## config.mk

```make
export PLATFORM = sky130hd
export DESIGN_NAME = spi_slave
export DESIGN_NICKNAME = d
export VERILOG_FILES = /design/src/rtl/spi_slave.sv
export SDC_FILE = /design/constraint.sdc
export NUM_CORES = 1
export LEC_CHECK = 0
export CAP_MARGIN = 10
export CORE_MARGIN = 5
export CORE_UTILIZATION = 53
export DETAILED_ROUTE_END_ITERATION = 10
export PLACE_DENSITY_LB_ADDON = 0.15
export SLEW_MARGIN = 20
export SYNTH_ARGS = -nofsm -noshare
export SYNTH_HDL_FRONTEND = slang
export SYNTH_SLANG_ARGS = --single-unit
```

## constraint.sdc

```tcl
create_clock -name clock -period 1.63 [get_ports clock]
set_input_delay 0.326 -clock clock [delete_from_list [all_inputs] [get_ports clock]]
set_output_delay 0.326 -clock clock [all_outputs]
set_load 0.02 [all_outputs]
```

## src/rtl/spi_slave.sv

```systemverilog
// SPI slave endpoint: oversamples sclk/mosi/ce on the system clock, deserialises
// mosi into rx words and serialises a one-deep tx buffer onto miso, MSB first.
// Optional feature macro: SPI_SLAVE_UNDERRUN_EN adds the tx_underrun pulse output.
module spi_slave #(
    parameter bit CPOL       = 1'b0,
    parameter bit CPHA       = 1'b0,
    parameter bit CE_LEVEL   = 1'b0,
    parameter int DATA_WIDTH = 24
) (
    input  logic                  clock,
    input  logic                  reset,
    input  logic [DATA_WIDTH-1:0] tx_data,
    input  logic                  tx_valid,
    output logic                  tx_ready,
    output logic [DATA_WIDTH-1:0] rx_data,
    output logic                  rx_valid,
    output logic                  busy,
`ifdef SPI_SLAVE_UNDERRUN_EN
    output logic                  tx_underrun,
`endif
    input  logic                  sclk,
    input  logic                  mosi,
    output logic                  miso,
    input  logic                  ce
);

    localparam int CW = $clog2(DATA_WIDTH);

    typedef enum logic {IDLE = 1'b0, SHIFT = 1'b1} state_t;

    state_t                state, state_next;
    logic [2:0]            sclk_q, ce_q;
    logic [1:0]            mosi_q;
    logic                  sclk_s, sclk_d, mosi_s, ce_act, ce_act_d;
    logic                  lead_edge, trail_edge, sample_edge, shift_edge;
    logic                  ce_rise, load_now, shift_now, sample_now, last_bit, hs;
    logic                  enter, abort;
    logic [DATA_WIDTH-1:0] rx_sr, tx_sr, tx_buf;
    logic                  buf_full, load_pend;
    logic [CW-1:0]         bit_cnt;

    // Pin synchronisers; sclk and ce keep a third history stage for edge detection.
    always_ff @(posedge clock) begin
        if (reset) begin
            sclk_q <= {3{CPOL}};
            ce_q   <= {3{~CE_LEVEL}};
            mosi_q <= '0;
        end else begin
            sclk_q <= {sclk_q[1:0], sclk};
            ce_q   <= {ce_q[1:0], ce};
            mosi_q <= {mosi_q[0], mosi};
        end
    end

    assign sclk_s      = sclk_q[1];
    assign sclk_d      = sclk_q[2];
    assign mosi_s      = mosi_q[1];
    assign ce_act      = (ce_q[1] == CE_LEVEL);
    assign ce_act_d    = (ce_q[2] == CE_LEVEL);
    assign ce_rise     = ce_act & ~ce_act_d;
    assign lead_edge   = (sclk_d == CPOL) && (sclk_s != CPOL);
    assign trail_edge  = (sclk_d != CPOL) && (sclk_s == CPOL);
    assign sample_edge = CPHA ? trail_edge : lead_edge;
    assign shift_edge  = CPHA ? lead_edge : trail_edge;

    assign hs       = tx_valid & ~buf_full;
    assign tx_ready = ~buf_full;
    assign busy     = (state == SHIFT);
    assign last_bit = (bit_cnt == CW'(DATA_WIDTH - 1));
    assign enter    = (state == IDLE) && ce_rise;
    assign abort    = (state == SHIFT) && !ce_act;

    // Frame state register.
    always_ff @(posedge clock) begin
        if (reset) state <= IDLE;
        else       state <= state_next;
    end

    // Next state plus per-cycle load/shift/sample strobes; ce release masks any edge.
    always_comb begin
        state_next = state;
        load_now   = 1'b0;
        shift_now  = 1'b0;
        sample_now = 1'b0;
        case (state)
            IDLE: begin
                if (ce_rise) begin
                    state_next = SHIFT;
                    load_now   = ~CPHA;
                end
            end
            SHIFT: begin
                if (!ce_act) begin
                    state_next = IDLE;
                end else begin
                    sample_now = sample_edge;
                    if (shift_edge) begin
                        load_now  = load_pend;
                        shift_now = ~load_pend;
                    end
                end
            end
            default: state_next = IDLE;
        endcase
    end

    // tx buffer, shift registers, bit counter and received-word output.
    always_ff @(posedge clock) begin
        if (reset) begin
            tx_buf    <= '0;
            buf_full  <= 1'b0;
            tx_sr     <= '0;
            rx_sr     <= '0;
            rx_data   <= '0;
            rx_valid  <= 1'b0;
            bit_cnt   <= '0;
            load_pend <= 1'b0;
            miso      <= 1'b0;
        end else begin
            rx_valid <= 1'b0;

            // A write into an empty buffer at a load point is kept for the next load.
            if (hs) begin
                tx_buf   <= tx_data;
                buf_full <= 1'b1;
            end else if (load_now) begin
                buf_full <= 1'b0;
            end

            if (load_now) begin
                tx_sr     <= buf_full ? tx_buf : '0;
                miso      <= buf_full & tx_buf[DATA_WIDTH-1];
                load_pend <= 1'b0;
            end else if (shift_now) begin
                tx_sr <= tx_sr << 1;
                miso  <= tx_sr[DATA_WIDTH-2];
            end

            if (enter) begin
                bit_cnt   <= '0;
                rx_sr     <= '0;
                load_pend <= CPHA;
            end

            if (abort) begin
                bit_cnt   <= '0;
                load_pend <= 1'b0;
                miso      <= 1'b0;
            end

            if (sample_now) begin
                rx_sr <= (rx_sr << 1) | DATA_WIDTH'(mosi_s);
                if (last_bit) begin
                    rx_data   <= (rx_sr << 1) | DATA_WIDTH'(mosi_s);
                    rx_valid  <= 1'b1;
                    bit_cnt   <= '0;
                    load_pend <= 1'b1;
                end else begin
                    bit_cnt <= bit_cnt + CW'(1);
                end
            end
        end
    end

`ifdef SPI_SLAVE_UNDERRUN_EN
    // Flag every load point that found the buffer empty.
    always_ff @(posedge clock) begin
        if (reset) tx_underrun <= 1'b0;
        else       tx_underrun <= load_now & ~buf_full;
    end
`endif

endmodule

```

# Word level (Yosys, flattened, before mapping)
# Cells that the tools add are included.
# classes
n_div,0
addsub,1
muxes,30
reduce_logical,11
n_bitwise,11
n_eq_ne,1
mul,0
shifts,0
n_lt_le_gt_ge,0
# op_table
op,n
23-bit 2-to-1 mux,5
24-bit by 1-bit OR with 24-bit output,1
5-bit 2-to-1 mux,4
1-bit 2-to-1 mux,19
1-bit inverter,7
2-bit nonzero test,3
5-bit by 1-bit adder with 5-bit output (second input constant),1
5-bit equality test (second input constant),1
1-bit logical AND,4
1-bit case mux with 2 select lines,2
2-bit OR reduction,2
1-bit AND,3
3-bit nonzero test,1
2-bit AND reduction,1
# totals
n_memories,0
ramBits,0
in_bits,30
ff_bits,112
romBits,0
latch_bits,0
out_inout_bits,28

# Depth between registers and ports, before layout
# Gate-level depths: netlist of run 1.
# depth
depth_word,10
mapped_depth,7
depth_no_buf,5

# Worst setup path after synthesis of run 1
# OpenSTA, ideal clock, no wires.
# synth_timing
path_type,register to register
startpoint,register bit_cnt[0]
endpoint,register rx_data[10]
path_stages_with_launch,8
synth_period_minus_slack_ns,1.498
t_arrival_ns,1.371
setup_ns,0.128
slack_ns,0.132
path_cell_list,dfxtp_1 > ha_1 > and4b_1 > nand3b_1 > buf_4 > buf_6 > mux2i_1 > nor2_1
# synth_via
elab_chain_len,2
# synth_rtl
item,line_no,rtl
from (decl),40,logic [CW-1:0] bit_cnt;
from (signal assigned),159,bit_cnt <= bit_cnt + CW'(1);
5-bit equality test,69,assign last_bit = (bit_cnt == CW'(DATA_WIDTH - 1));
2-bit AND reduction (no line),-,
to (signal assigned),154,rx_data <= (rx_sr << 1) | DATA_WIDTH'(mosi_s);
to (decl),15,"output logic [DATA_WIDTH-1:0] rx_data,"
# No other way between the ends.
# A chain may end at the register's enable or synchronous reset.

# Final worst setup path of run 1
# layout_timing
startpoint,register bit_cnt[1]
endpoint,register rx_data[2]
# Same word-level chain as after synthesis.

==> results of run 1 <==
-- timing repair --
action	CTS	global route
resized for setup	27	13
endpoints found under the setup margin	27	65
pin swaps	0	2
cloned	0	1
setup buffers	0	3
-- sequential cells by signal, summed over array words and instances (netlist names) --
name,count
mosi_q,2
rx_data,24
busy,1
rx_valid,1
ce_q,3
sclk_q,3
miso,1
tx_buf,24
buf_full,1
bit_cnt,5
load_pend,1
rx_sr,23
tx_sr,23
-- final cells by class --
type	instances	area, um2	share of cell area
clock buffer	9	123.9	0.02475
sequential	112	2251	0.4498
inverter	1	3.754	0.0007500
timing repair buffer	78	779.5	0.1558
multi-input combinational	266	1670	0.3337
tap	99	123.9	0.02475
clock inverter	6	52.55	0.01050
-- worst paths after layout --
kind	to	slack, ps	startpoint	cells after the start
worst max-delay path	rx_data[2]	80	bit_cnt[1]	7
worst min-delay path	ce_q[2]	430	reset	2
worst max register to register	rx_data[2]	80	bit_cnt[1]	7
worst min register to register	ce_q[1]	430	ce_q[0]	1
-- placed cells by master (no fill, tap or decap), drive strengths merged, types with 3 or more instances in the layout --
master	Yosys	layout
buf	16	21
a21oi	29	29
dfxtp	112	112
nand2b	3	3
dlygate4sd2	0	27
nand2	50	50
a211oi	23	23
nor2b	9	9
nor2	54	54
inv	1	3
clkbuf	15	10
a22o	25	25
or2	4	4
clkdlybuf4s50	0	28
mux2i	24	24
nand3b	3	3
a22oi	23	23
-- metrics by stage --
step | hold slack (ps) | setup slack (ps) | instance area [um2] | instances
6_report | 427.0 | 81.98 | 5005 | 571
5_1_grt | 434.9 | -21.18 | 5005 | 571
4_1_cts | 389.8 | 18.50 | 4911 | 567
3_5_place_dp | 409.7 | 33.86 | 4768 | 552
2_1_floorplan | 389.5 | 131.7 | 4041 | 410
3_3_place_gp | 414.9 | 54.92 | 4768 | 552
-- logic make-up after synthesis --
logic type	after synthesis	share of synthesized area
and+or+nand+nor	132	0.1477
DFF	112	0.5548
AOI/OAI and AO/OA	109	0.1938
buffers and inverters	32	0.04117
muxes	24	0.05944
adders and majority gates	1	0.003095
-- where the power goes --
group          leakage (nW)  internal [mW]  total (mW)  switching, mW
registers             0.912           2.80        2.85         0.0411
logic                  1.12          0.165       0.332          0.168
clock network        0.0838          0.569        1.49          0.925
total                  2.12           3.54        4.67           1.13
-- worst max-delay path: stages, from the launching register on --
cell,delay (ps)
dfxtp_4,380
ha_4,150
and4b_1,230
nand3b_1,150
buf_4,170
buf_8,130
mux2i_2,160
nor2_1,50
-- layer usage --
layer  GRT usage  vias up  part of all wire
met5           0        -                 0
met4     0.06709        0             0.010
met3     0.03446        6             0.039
met2      0.2601       47              0.47
met1      0.2099     1410              0.48
li1            -     1556                 -
==> flow_metrics.py, run 1 <==
metrics = {
    "status": {
        "status": "complete, no violations",
    },
    "layout": {
        "fillers": 585,
        "final_nets": 499,
        "drive_gt1_frac": 0.1102,
        "finish.utilization": 0.6827,
        "diodes": 0,
        "area_growth_pct": 23.84,
    },
    "sta": {
        "hold_violations": 0,
        "fin_crit_sh": 0.9497,
        "worstMarginPinSlew_ps": 504.1,
        "finalSetupViolCount": 0,
        "fmax_mhz": 646.0,
        "timing.slew.headroom": 0.6631,
        "drv_slew": 0,
        "setup_tns_ps": 0,
        "period_needed_ps": 1548,
        "skew_ps": 12.63,
    },
    "die": {
        "die_area_um2": 9471,
        "initial_core_util": 0.5513,
        "die_y_um": 97.32,
        "ios": 58,
        "core_area_um2": 7331,
        "rows": 31,
        "die_w_um": 97.32,
    },
    "yosys": {
        "synth.avg_cell_area_um2": 9.857,
        "synth_edf_count": 0,
        "synth_nets": 441,
        "synth_cell_types": 40,
        "yosys_most_used_dff": "dfxtp_1",
        "synth_top_area_share": 0.5548,
        "synth_area_leaders": "dfxtp_1 (55%), mux2i_1 (5.9%), a22o_1 (5.4%), nor2_1 (4.8%), nand2_1 (4.6%)",
        "ys_ff_latch": 112,
        "synth_area_leader_cell": "dfxtp_1",
        "async_reset_ff_frac": 0,
        "syn_inst": 410,
        "yosys-top-cells-count": "dfxtp_1 (112), nor2_1 (52), nand2_1 (50)",
        "syn-cell-area_um2": 4041,
        "yosys_warnings": 0,
        "synthMostInstantiatedCell": "dfxtp_1",
        "ys_seq_area_frac": 0.5548,
    },
    "clock_tree": {
        "cts_tree": "built",
        "cts.sinks": 112,
        "clk_pin_slew_ps": 100,
        "cts_root_buffer": "clkbuf_8",
        "hold_buffers": 0,
        "ctsLongestPathBuffers": 2,
        "worst_skew_pair.late_latency_ps": 370,
        "htreeDepth": 3,
        "numCtsBuffers": 9,
    },
    "route": {
        "drt-total-wl_um": 7637,
        "drtAntennaViolNets": 0,
        "drtIter0Drc": 132,
        "wl_per_cell_um": 13.37,
        "drt-pass1-iter-count": 4,
        "drc": 0,
        "vias": 3019,
        "vias_per_cell": 5.287,
    },
    "pwr": {
        "power_density_nw_per_um2": 933.5,
        "total_leakage_power_nw": 2.116,
        "totalPowerFinal_mw": 4.672,
        "vdd_ir_drop_max_mv": 0.5332,
    },
    "global_route": {
        "antenna_found_initial": 0,
        "grt_max_degree": 81,
        "gr-total-overflow": 0,
        "grt_pass1_vias": 2822,
        "grt_first_pass_wirelength_um": 12920,
        "grt.total_usage": 0.1613,
    },
    "placement": {
        "dp_hpwl_um": 5039,
        "io_buffers": 57,
        "gp_congestion": 0.7201,
    },
    "worst_setup_path": {
        "cp.arrival_ps": 1810,
        "cp_max_fo": 7,
        "critPathKind": "reg2reg",
        "required_ps": 1890,
        "cp-end-kind": "flip-flop",
        "cp-start-kind": "flip-flop",
    },
    "hold_path": {
        "hold_path_class": "in2reg",
    },
    "run": {
        "cap_viol_max_count": 0,
    },
}
No activity file was read; power rests on OpenSTA's default activity.
==> run 2: changes to the inputs <==
==> constraint.sdc (replaced) <==
create_clock -name clock -period 1.63 [get_ports clock]
set_input_delay 0.326 -clock clock [delete_from_list [all_inputs] [get_ports clock]]
set_output_delay 0.326 -clock clock [all_outputs]
set_load 0.01 [all_outputs]
==> run 2 against run 1 <==
Against the previous run: clock-buffer cell count stayed put; utilization is 0.68 points higher; design area is 1.0% higher; cell count stayed put; flip-flop and latch count stayed put; largest cell class unchanged; power hardly changed; worst hold slack better by 0.54 ps.
==> flow_metrics.py, run 2 (same netlist as run 1, synthesis figures left out) <==
metrics = {
    "status": {
        "status": "complete, no violations",
    },
    "pwr": {
        "power_density_nw_per_um2": 923.9,
        "total_leakage_power_nw": 2.149,
        "totalPowerFinal_mw": 4.670,
        "vdd_ir_drop_max_mv": 0.5332,
    },
    "sta": {
        "drv_slew": 0,
        "timing.slew.headroom": 0.6665,
        "period_needed_ps": 1582,
        "fmax_mhz": 631.9,
        "hold_violations": 0,
        "fin_ws_ps": 47.52,
        "skew_ps": 12.59,
        "worstMarginPinSlew_ps": 499.1,
        "fin_crit_sh": 0.9708,
        "finalSetupViolCount": 0,
        "setup_tns_ps": 0,
    },
    "layout": {
        "area_growth_pct": 25.08,
        "multiInputGateArea_um2": 1670,
        "reg_top3": "rx_data (24), tx_buf (24)",
        "final_nets": 499,
        "final_common_cell": "dfxtp_1",
        "design_area_um2": 5055,
        "diodes": 0,
        "drive_gt1_frac": 0.1102,
        "fillers": 567,
        "final_cell_mix": "dfxtp_1 (109), nor2_1 (51), nand2_1 (50)",
        "regArea_um2": 2251,
    },
    "global_route": {
        "grt_pass1_vias": 2822,
        "grt.total_usage": 0.1613,
        "antenna_found_initial": 0,
        "grt_max_degree": 81,
        "grt_first_pass_wirelength_um": 12920,
        "gr-total-overflow": 0,
    },
    "placement": {
        "io_buffers": 57,
        "place_area_um2": 4768,
        "dp_slack_ps": 33.86,
        "dp_hpwl_um": 5039,
        "gp_congestion": 0.7201,
    },
    "route": {
        "route.met2.wl_um": 3546,
        "drtAntennaViolNets": 0,
        "wl_met3_um": 301,
        "drtIter0Drc": 124,
        "wl_met1_um": 3708,
        "vias": 3016,
        "drt-pass1-iter-count": 4,
        "wl_per_cell_um": 13.44,
        "drt-total-wl_um": 7672,
        "drc": 0,
        "vias_per_cell": 5.282,
        "top_layer_used": "met4",
    },
    "worst_setup_path": {
        "cp_max_fo": 2,
        "critPathSlowestCell": "clkdlybuf4s50_1",
        "cp_top_family": "buffers and inverters",
        "critPathBufInv": 1,
        "crit_path_max_incr_delay_ps": 540,
        "critPathKind": "reg2out",
        "required_ps": 1300,
        "cp-start-kind": "flip-flop",
        "cp.arrival_ps": 1260,
        "cp-end-kind": "primary output",
        "crit_chain": "clkdlybuf4s50_1",
    },
    "die": {
        "die_y_um": 97.32,
        "ios": 58,
        "rows": 31,
        "initial_core_util": 0.5513,
        "die_w_um": 97.32,
        "core_area_um2": 7331,
        "die_area_um2": 9471,
    },
    "clock_tree": {
        "clk_pin_slew_ps": 100,
        "htreeDepth": 3,
        "ctsLongestPathBuffers": 2,
        "worst_skew_pair.late_latency_ps": 370,
        "cts.sinks": 112,
        "numCtsBuffers": 9,
        "cts_tree": "built",
        "cts_root_buffer": "clkbuf_8",
    },
    "run": {
        "cap_viol_max_count": 0,
    },
    "hold_path": {
        "hold_path_class": "in2reg",
    },
}
-- run 2: cell types whose count changed in the layout (fill, tap and decap cells not counted), sizes merged --
cell and change:
clkdlybuf4s50 +16, dlygate4sd2 -24, dlymetal6s2s +8
-- run 2: cell type report --
| cell class | instances | area share |
|---|---|---|
| flip-flops and latches | 112 | 0.4453 |
| multi-input cells | 266 | 0.3304 |
| repair buffers | 78 | 0.1641 |
| clock buffers | 9 | 0.02450 |
| well taps | 99 | 0.02450 |
| clock inverters | 6 | 0.01040 |
| inverters | 1 | 0.0007426 |
-- run 2: worst paths after layout --
kind	slack (ps)	startpoint	depth (start not counted)	to
max reg2reg	80	bit_cnt[1]	7	rx_data[2]
min	430	reset	2	ce_q[2]
max	50	rx_data[1]	1	rx_data[1]
min reg2reg	430	ce_q[0]	1	ce_q[1]
-- run 2: repair_timing --
item	4_1_cts	5_1_grt
gates resized for setup	3	21
cloned	0	1
hold buffers	0	0
setup endpoints to repair	3	73
buffers inserted	0	3
pin swaps	0	2
-- run 2: layer usage --
layer	global-route usage	up-vias
met1	0.2099	1399
met5	0	-
li1	-	1556
met2	0.2601	53
met4	0.06709	0
met3	0.03446	8
-- run 2: power by group --
group	internal [mW]	switching (mW)
clock network	0.569	0.925
registers	2.80	0.0412
logic	0.165	0.165
-- run 2: stage by stage --
| step | instances | hold WS (ps) | util |
|---|---|---|---|
| after floorplan | 410 | 389.5 | - |
| after global placement | 552 | 414.9 | 0.6505 |
| after detailed placement | 552 | 409.7 | 0.6505 |
| after CTS | 567 | 389.8 | 0.6740 |
| after global routing | 571 | 434.9 | 0.6895 |
| final | 571 | 427.5 | 0.6895 |
